File: config.mk
export PLATFORM = sky130hd
export DESIGN_NAME = perf_counter_array_flat
export DESIGN_NICKNAME = d
export VERILOG_FILES = /design/src/rtl/perf_counter_array_if.sv /design/src/rtl/perf_counter_array.sv /design/src/flat_wrapper.sv
export SDC_FILE = /design/constraint.sdc
export NUM_CORES = 1
export LEC_CHECK = 0
export CAP_MARGIN = 20
export CORE_MARGIN = 1.5
export CORE_UTILIZATION = 65
export CTS_CLUSTER_DIAMETER = 150
export DETAILED_ROUTE_END_ITERATION = 6
export DONT_BUFFER_PORTS = 1
export PLACE_DENSITY_LB_ADDON = 0.15
export SYNTH_ARGS = -nofsm -noshare
export SYNTH_HDL_FRONTEND = slang
export SYNTH_SLANG_ARGS = --single-unit
File: constraint.sdc
create_clock -name clk -period 3.6 [get_ports clk]
set_clock_uncertainty 0.15 [all_clocks]
set_input_delay 0.72 -clock clk [delete_from_list [all_inputs] [get_ports clk]]
set_output_delay 0.72 -clock clk [all_outputs]
set_load 0.1 [all_outputs]
File: src/rtl/perf_counter_array_if.sv
// perf_counter_array_if: Avalon-MM slave bus and interrupt line of the performance counter array.
interface perf_counter_array_if #(
    parameter int AW = 4
);
    logic [AW-1:0] address;
    logic          begintransfer;
    logic          write;
    logic          read;
    logic [31:0]   writedata;
    logic [31:0]   readdata;
    logic          irq;
    modport master (output address, begintransfer, write, read, writedata, input readdata, irq);
    modport slave  (input address, begintransfer, write, read, writedata, output readdata, irq);
endinterface

File: src/rtl/perf_counter_array.sv
// perf_counter_array: per-section time/event counters with coherent 64-bit reads over Avalon-MM.
// Define PERF_CNT_IRQ_EN to build the overflow interrupt (irq_en status bit and registered irq).
module perf_counter_array #(
    parameter int NUM_SECTIONS = 4,
    parameter int TIME_W       = 64,
    parameter int EVT_W        = 32
) (
    input logic clk,
    input logic reset_n,
    perf_counter_array_if.slave bus
);
    localparam int AW = $clog2(NUM_SECTIONS) + 2;
    localparam int SW = (NUM_SECTIONS > 1) ? $clog2(NUM_SECTIONS) : 1;
    localparam int HW = TIME_W - 32;

    logic                    wstb, rstb, sec_ok, global_enable, global_reset;
    logic [1:0]              word;
    logic [AW-1:0]           sec;
    logic [SW-1:0]           idx;
    logic [NUM_SECTIONS-1:0] enable, tovf, eovf, irq_en, go_v, stop_v;
    logic [31:0]             time_lo [NUM_SECTIONS];
    logic [31:0]             shadow_x [NUM_SECTIONS];
    logic [31:0]             event_x [NUM_SECTIONS];
    logic [31:0]             rd_mux, rd_q;
    logic                    unused_wd;

    // write wins when both requests arrive together
    assign wstb          = bus.write & bus.begintransfer;
    assign rstb          = bus.read & bus.begintransfer & ~bus.write;
    assign word          = bus.address[1:0];
    assign sec           = bus.address >> 2;
    assign idx           = sec[SW-1:0];
    assign sec_ok        = sec < AW'(NUM_SECTIONS);
    assign global_enable = enable[0] | go_v[0];
    assign global_reset  = stop_v[0] & bus.writedata[0];

    for (genvar s = 0; s < NUM_SECTIONS; s++) begin : g_sec
        logic [TIME_W-1:0] time_q;
        logic [EVT_W-1:0]  event_q;
        logic [HW-1:0]     shadow_q;
        logic              en_q, tovf_q, eovf_q, hit, stop, go, stat, tick, bump;
        assign hit  = sec == AW'(s);
        assign stop = wstb & hit & (word == 2'd0);
        assign go   = wstb & hit & (word == 2'd1);
        assign stat = wstb & hit & (word == 2'd3);
        assign tick = en_q & global_enable;
        assign bump = go & global_enable;
        always_ff @(posedge clk or negedge reset_n) begin
            if (!reset_n) begin
                time_q  <= '0;
                event_q <= '0;
                en_q    <= 1'b0;
                tovf_q  <= 1'b0;
                eovf_q  <= 1'b0;
            end else if (global_reset) begin
                time_q  <= '0;
                event_q <= '0;
                en_q    <= 1'b0;
                tovf_q  <= 1'b0;
                eovf_q  <= 1'b0;
            end else begin
                en_q    <= stop ? 1'b0 : go ? 1'b1 : en_q;
                time_q  <= tick ? time_q + TIME_W'(1) : time_q;
                event_q <= bump ? event_q + EVT_W'(1) : event_q;
                // a wrap in the same cycle as a clear keeps the sticky bit set
                tovf_q  <= (tick & (&time_q)) | (tovf_q & ~(stat & bus.writedata[1]));
                eovf_q  <= (bump & (&event_q)) | (eovf_q & ~(stat & bus.writedata[2]));
            end
        end
        always_ff @(posedge clk or negedge reset_n) begin
            if (!reset_n)
                shadow_q <= '0;
            else if (rstb & hit & (word == 2'd0))
                shadow_q <= time_q[TIME_W-1:32];
        end
`ifdef PERF_CNT_IRQ_EN
        logic ie_q;
        always_ff @(posedge clk or negedge reset_n) begin
            if (!reset_n)
                ie_q <= 1'b0;
            else if (stat)
                ie_q <= bus.writedata[8];
        end
        assign irq_en[s] = ie_q;
`else
        assign irq_en[s] = 1'b0;
`endif
        assign enable[s]   = en_q;
        assign tovf[s]     = tovf_q;
        assign eovf[s]     = eovf_q;
        assign go_v[s]     = go;
        assign stop_v[s]   = stop;
        assign time_lo[s]  = time_q[31:0];
        assign shadow_x[s] = 32'(shadow_q);
        assign event_x[s]  = 32'(event_q);
    end

    always_comb begin
        rd_mux = '0;
        if (sec_ok)
            rd_mux = (word == 2'd0) ? time_lo[idx] :
                     (word == 2'd1) ? shadow_x[idx] :
                     (word == 2'd2) ? event_x[idx] :
                     {23'b0, irq_en[idx], 5'b0, eovf[idx], tovf[idx], enable[idx]};
    end

    always_ff @(posedge clk or negedge reset_n) begin
        if (!reset_n)
            rd_q <= '0;
        else
            rd_q <= rd_mux;
    end
    assign bus.readdata = rd_q;

`ifdef PERF_CNT_IRQ_EN
    logic irq_q;
    always_ff @(posedge clk or negedge reset_n) begin
        if (!reset_n)
            irq_q <= 1'b0;
        else
            irq_q <= |(irq_en & (tovf | eovf));
    end
    assign bus.irq   = irq_q;
    assign unused_wd = &{1'b0, bus.writedata[31:9], bus.writedata[7:3]};
`else
    assign bus.irq   = 1'b0;
    assign unused_wd = &{1'b0, bus.writedata[31:3]};
`endif
endmodule

File: src/flat_wrapper.sv
// flat-port wrapper written by rule: the top's interface ports become plain ports
module perf_counter_array_flat 
#(
    parameter int NUM_SECTIONS = 4,
    parameter int TIME_W       = 64,
    parameter int EVT_W        = 32
)
  (clk, reset_n, bus_address, bus_begintransfer, bus_write, bus_read, bus_writedata, bus_readdata, bus_irq);
  perf_counter_array_if #(.AW(4)) bus_i ();
  input logic clk;
  input logic reset_n;
  input wire logic [$bits(bus_i.address)-1:0] bus_address;
  input wire logic [$bits(bus_i.begintransfer)-1:0] bus_begintransfer;
  input wire logic [$bits(bus_i.write)-1:0] bus_write;
  input wire logic [$bits(bus_i.read)-1:0] bus_read;
  input wire logic [$bits(bus_i.writedata)-1:0] bus_writedata;
  output wire logic [$bits(bus_i.readdata)-1:0] bus_readdata;
  output wire logic [$bits(bus_i.irq)-1:0] bus_irq;
  assign bus_i.address = bus_address;
  assign bus_i.begintransfer = bus_begintransfer;
  assign bus_i.write = bus_write;
  assign bus_i.read = bus_read;
  assign bus_i.writedata = bus_writedata;
  assign bus_readdata = bus_i.readdata;
  assign bus_irq = bus_i.irq;
  perf_counter_array #(.NUM_SECTIONS(NUM_SECTIONS), .TIME_W(TIME_W), .EVT_W(EVT_W)) u_core (.clk(clk), .reset_n(reset_n), .bus(bus_i));
endmodule
==> results of run 1 <==
## cells by family after synthesis
logic type,after synthesis
fa+ha+maj,8
simple gates,1245
compound gates,391
mux,257
buf+inv,213
other cells,1
xor+xnor,209
flops,556
## area by class of cell
class	count	area (µm²)	share of cell area, %
multi-input cells	2111	14900	45.9
flip-flops and latches	556	13900	42.9
well taps	600	751	2.32
clock inverters	31	320	0.988
repair buffers	79	618	1.91
clock buffers	76	1660	5.13
inverters	69	259	0.799
diodes	2	5.00	0.0154
## sequential cells by signal, summed over array words and instances (netlist names)
signal	cells
u_core.g_sec.time_q	256
u_core.bus.readdata	32
u_core.g_sec.tovf_q	4
u_core.g_sec.shadow_q	128
u_core.g_sec.en_q	4
u_core.g_sec.eovf_q	4
u_core.g_sec.event_q	128
## path summary, 6_finish.rpt
kind | start | endpoint | slack, ns | cells past startpoint
max | u_core.g_sec[1].time_q[9]$_DFFE_PN0P_ | u_core.g_sec[1].tovf_q$_DFF_PN0_ | 0.44 | 5
min | reset_n | u_core.g_sec[3].time_q[5]$_DFFE_PN0P_ | -0.35 | 0
max reg2reg | u_core.g_sec[1].time_q[9]$_DFFE_PN0P_ | u_core.g_sec[1].tovf_q$_DFF_PN0_ | 0.44 | 5
min reg2reg | u_core.g_sec[3].shadow_q[15]$_DFFE_PN0P_ | u_core.g_sec[3].shadow_q[15]$_DFFE_PN0P_ | 0.34 | 2
max in group asynchronous | reset_n | u_core.g_sec[2].time_q[43]$_DFFE_PN0P_ | 1.74 | 0
min in group clk | bus_address[1] | u_core.bus.readdata[7]$_DFF_PN0_ | 0.04 | 1
## synth_stat cells (all sizes together), types with 42 or more instances
library cell  number
or4               77
inv               69
o21ai            109
and3              54
dfrtp            556
mux4             102
nand2            184
nand4            202
o31ai             64
xor2             137
nor2             278
nor3              42
clkbuf           113
mux2             118
or3               91
nor4              67
nand3            171
xnor2             72
a21oi            160
## metal layers
metal  wire, µm  GRT usage, %  up-vias
li1           -             -    10700
met1      34600          52.8    12400
met2      40900          59.0     1360
met3       9700          9.28      259
met4       5410          20.8        0
met5          0             0        -
## metrics by stage
stage                     hold slack [ns]  utilization (%)
after global routing               -0.358             71.7
after CTS                          -0.367             71.7
after floorplan                     0.274                -
after detailed placement            0.289             67.4
after global placement              0.293             67.4
final                              -0.352             71.8
## report_power, final
group          total (mW)  switching (mW)  internal (mW)  leakage [nW]
logic                1.63           0.918          0.712          5.03
registers            7.48           0.806           6.67          7.45
clock network        6.29            2.62           3.67         0.989
total                15.4            4.34           11.1          13.5
## worst register-to-register path, cell delays in order (launching register included)
cell	delay, ns
dfrtp_1	0.48
nand4_1	0.18
nor4_2	0.74
nand2_1	0.67
or3_1	0.66
a21oi_1	0.19
## layout by cell type, fill, tap and decap left out, types with 42 or more instances in the layout
cell type and count:
nand3_1 170, mux4_2 101, dfrtp_1 556, nand4_1 202, xor2_1 137, mux2_2 118
nor2_1 277, clkbuf_16 61, or3_1 91, nor3_1 42, o21ai_0 108, or4_1 75
nor4_1 52, and3_1 54, buf_4 77, xnor2_1 72, inv_1 69, nand2_1 184
a21oi_1 159, o31ai_1 63
==> qor.yml, run 1 <==
synth_top_cell_by_area: "dfrtp_1"
setup_ws_ns: 0.441
cts_num_sinks: 556
yosys.area_share.xor_xnor_pct: 6.19
gr-usage-all-layers_pct: 39.1
synth.area.top_cells: "dfrtp_1 47%, mux4_2 7.7%, mux2_2 4.5%"
syn_area_mm2: 0.0296
max_slew_margin_pct: -60.8
drv_slew: 374
worst_path_largest_cell_delay_ns: 0.74
period_share_pct: 87.7
syn_inst: 2880
ys_warn_count: 0
power.leakage_nw: 13.5
cp.arrival_ns: 3.54
placed_area_mm2: 0.0304
synth_edf_count: 0
total_power_mw: 15.4
synth_area_per_cell_um2: 10.3
ios: 74
die-area_mm2: 0.0468
violations: "negative hold slack, max-slew violations"
post-route-drc-count: 0
die_h_um: 216
synth-seq-cells: 556
dr_total_vias: 24800
holdWs_ns: -0.352
outcome: "finished with violations"
globalplace.congestion: 1.01
worstPathRequired_ns: 3.98
drv_cap: 0
yosys.area_share.simple_pct: 22.5
final.min_clock_period_ns: 3.16
dp_slack_ns: 0.320
cts_max_level: 2
grt_max_degree: 557
worst_pin_slew_ns: 2.41
ys_types: 61
routedWlPerCell_um: 25.7
hp-class: "primary input to asynchronous set/reset pin"
synth_compound_area_share_pct: 7.56
final_nets: 2924
synth_mux_area_share_pct: 13.5
synth_top_family_by_area: "simple AND/OR/NAND/NOR gates"
drive_above_1_share_pct: 14.8
post-cts-setup-buffers: 0
power_per_cell_area_mw_per_mm2: 475
seq_area_frac_synth_pct: 47.0
hold_violations: 199
area_growth_pct: 9.55
grt_pass1_vias: 23500
port_buffers: 0
nFillCells: 3290
place_hpwl_um: 63700
crit_path_max_fanout: 11
clk_pin_slew_ns: 0.07
cts_buffers: 58
fmax_ghz: 0.317
die_w_um: 216
cp_top_family: "simple AND/OR/NAND/NOR gates"
core_area_mm2: 0.0452
clk_latency_ns: 0.63
drt_iter0_drc: 3299
synthArstFlopShare_pct: 100
cp-start-kind: "flip-flop"
final_antenna_net_count: 0
drt-pass1-iter-count: 6
viasPerCell: 7.02
cts_tree: "done"
crit_path_end_kind: "flip-flop"
synth_fa_ha_area_share_pct: 0.338
ys_dominant_reg_cell: "dfrtp_1"
antenna_found_initial: 2
initial_utilization_pct: 65.5
worstPathCellList: "nand4_1, nor4_2, nand2_1, or3_1, a21oi_1"
critical_path_class: "flip-flop to flip-flop"
rsz0062_at_grt: "no"
crit_slowest_cell: "nor4_2"
clk_path_buf_depth: 3
final_cells: 3524
max-vdd-ir-drop_mv: 0.543
placed_cells: 3415
syn_nets: 2929
final_area_mm2: 0.0324
rows: 78
grt-ovfl-total: 0
wirelength_um: 90600
cts-root-buf: "clkbuf_16"
critPathBufInv: 0
grt_pass1_wl_um: 140000
setup_violations: 0
cts_resized: 0
synth_top_area_share_pct: 47.0
tns_ns: 0
No activity file was read; power rests on OpenSTA's default activity.
==> run 2, diff against run 1 <==
Settings changed: CORE_ASPECT_RATIO from default to 1.1.
==> run 2 against run 1 <==
  * The flow still finishes with violations (negative hold slack, max-slew violations)
  * Combinational power about the same
  * Global-route usage rose by 0.11 points
  * Setup slack improved by 0.13 ns
  * Non-clock buffer count decreased by 5
  * Hold slack better by 0.0032 ns
  * Die area is essentially flat
  * Via count shrank 0.24%
  * Highest routed layer unchanged
==> qor.yml, run 2 (synthesized netlist as in run 1, its figures left out) <==
antenna_cells: 0
largestRegisters: "u_core.g_sec.time_q: 256 flops, u_core.g_sec.event_q: 128 flops, u_core.g_sec.shadow_q: 128 flops"
grt-ovfl-total: 0
hold_violations: 184
clk_pin_slew_ns: 0.07
placed_cells: 3391
wirelength_um: 89500
final.min_clock_period_ns: 3.03
period_share_pct: 84.2
critical_path_class: "flip-flop to flip-flop"
gr-usage-all-layers_pct: 39.2
drv_slew: 394
cts_buffers: 57
cts_max_level: 2
final_area_mm2: 0.0324
die-area_mm2: 0.0468
grt_pass1_wl_um: 138000
clk_latency_ns: 0.63
cp.arrival_ns: 3.41
placed_area_mm2: 0.0304
fmax_ghz: 0.330
tns_ns: 0
globalplace.congestion: 0.965
clk_path_buf_depth: 3
die_w_um: 206
drive_above_1_share_pct: 14.5
worst_pin_slew_ns: 2.23
r2r_start: "u_core.g_sec[2].time_q[14]$_DFFE_PN0P_"
max_slew_margin_pct: -48.8
core_area_mm2: 0.0447
cp-startpoint: "u_core.g_sec[2].time_q[14]$_DFFE_PN0P_"
place_hpwl_um: 62900
initial_utilization_pct: 66.2
rows: 81
die_h_um: 227
final_cells: 3498
power_per_cell_area_mw_per_mm2: 478
power.leakage_nw: 13.4
holdWs_ns: -0.349
largest_reg_flops: 256
setup_violations: 0
drt-pass1-iter-count: 5
violations: "negative hold slack, max-slew violations"
rsz0062_at_grt: "no"
viasPerCell: 7.06
final_antenna_net_count: 0
cts_tree: "done"
routedWlPerCell_um: 25.6
area_growth_pct: 9.54
total_power_mw: 15.5
grt_max_degree: 557
cts_num_sinks: 556
crit_path_end_kind: "flip-flop"
cp-start-kind: "flip-flop"
grt_pass1_vias: 23400
drt_iter0_drc: 3020
worstPathRequired_ns: 3.98
cts-root-buf: "clkbuf_16"
post-route-drc-count: 0
ios: 74
mostFrequentLayoutCells: "556 x dfrtp_1, 277 x nor2_1, 202 x nand4_1, 184 x nand2_1, 170 x nand3_1"
antenna_found_initial: 2
outcome: "finished with violations"
crit_path_max_fanout: 15
drv_cap: 0
cts_resized: 0
final_nets: 2918
top_register: "u_core.g_sec.time_q"
hp-class: "primary input to asynchronous set/reset pin"
final_common_cell: "dfrtp_1"
dr_total_vias: 24700
max-vdd-ir-drop_mv: 0.410
port_buffers: 0
==> run 2: cell types whose count changed in the layout (fill, tap and decap cells not counted), sizes merged, moves of 2 or more <==
cell / previous run / this run
clkinv: 22 / 9
buf: 79 / 74
clkbuf: 76 / 81
clkinvlp: 3 / 8
bufinv: 6 / 8
diode: 2 / 0
==> run 2: timing repair <==
item / in CTS / in global routing
hold endpoints to repair: 556 / 556
setup buffers: 0 / 0
endpoints found under the setup margin: 0 / 0
==> run 2: cell type report <==
type,instances,area (µm²)
clock buffers,81,1680
clock inverters,26,354
fillers,3184,12300
inverters,69,259
multi-input cells,2111,14900
flip-flops and latches,556,13900
well taps,581,727
repair buffers,74,593
==> run 2: stage by stage <==
step	util, %	setup slack [ns]
after floorplan	-	0.668
after global placement	68.0	0.407
after detailed placement	68.0	0.361
after CTS	72.5	0.667
after global routing	72.5	0.429
final	72.5	0.568
==> run 2: worst paths after layout <==
kind | to | slack, ns | depth (start not counted)
setup / recovery | u_core.g_sec[2].time_q[28]$_DFFE_PN0P_ | 0.57 | 5
hold / removal | u_core.g_sec[2].time_q[8]$_DFFE_PN0P_ | -0.35 | 0
setup reg to reg | u_core.g_sec[2].time_q[28]$_DFFE_PN0P_ | 0.57 | 5
hold reg to reg | u_core.g_sec[0].shadow_q[4]$_DFFE_PN0P_ | 0.34 | 2
max in group asynchronous | u_core.g_sec[1].event_q[0]$_DFFE_PN0P_ | 1.88 | 0
min in group clk | u_core.bus.readdata[4]$_DFF_PN0_ | 0.04 | 1
==> run 2: critical path: stages, from the launching register on <==
cell and delay [ns]:
dfrtp_1 0.44, nand4_1 0.24, nor4_2 0.72, nand3_1 0.65, or4_1 0.59, a21oi_1 0.16
==> run 2: metal layers <==
| layer | GRT usage [%] | share of wire (%) | up-vias |
|---|---|---|---|
| met1 | 53.5 | 38 | 12400 |
| met5 | 0 | 0 | - |
| li1 | - | - | 10700 |
| met3 | 6.60 | 9.6 | 261 |
| met4 | 23.3 | 6.5 | 0 |
| met2 | 59.1 | 46 | 1346 |
==> run 2: report_power, final <==
group          internal, mW  switching [mW]
clock                  3.82            2.59
sequential             6.67           0.820
combinational         0.706           0.905
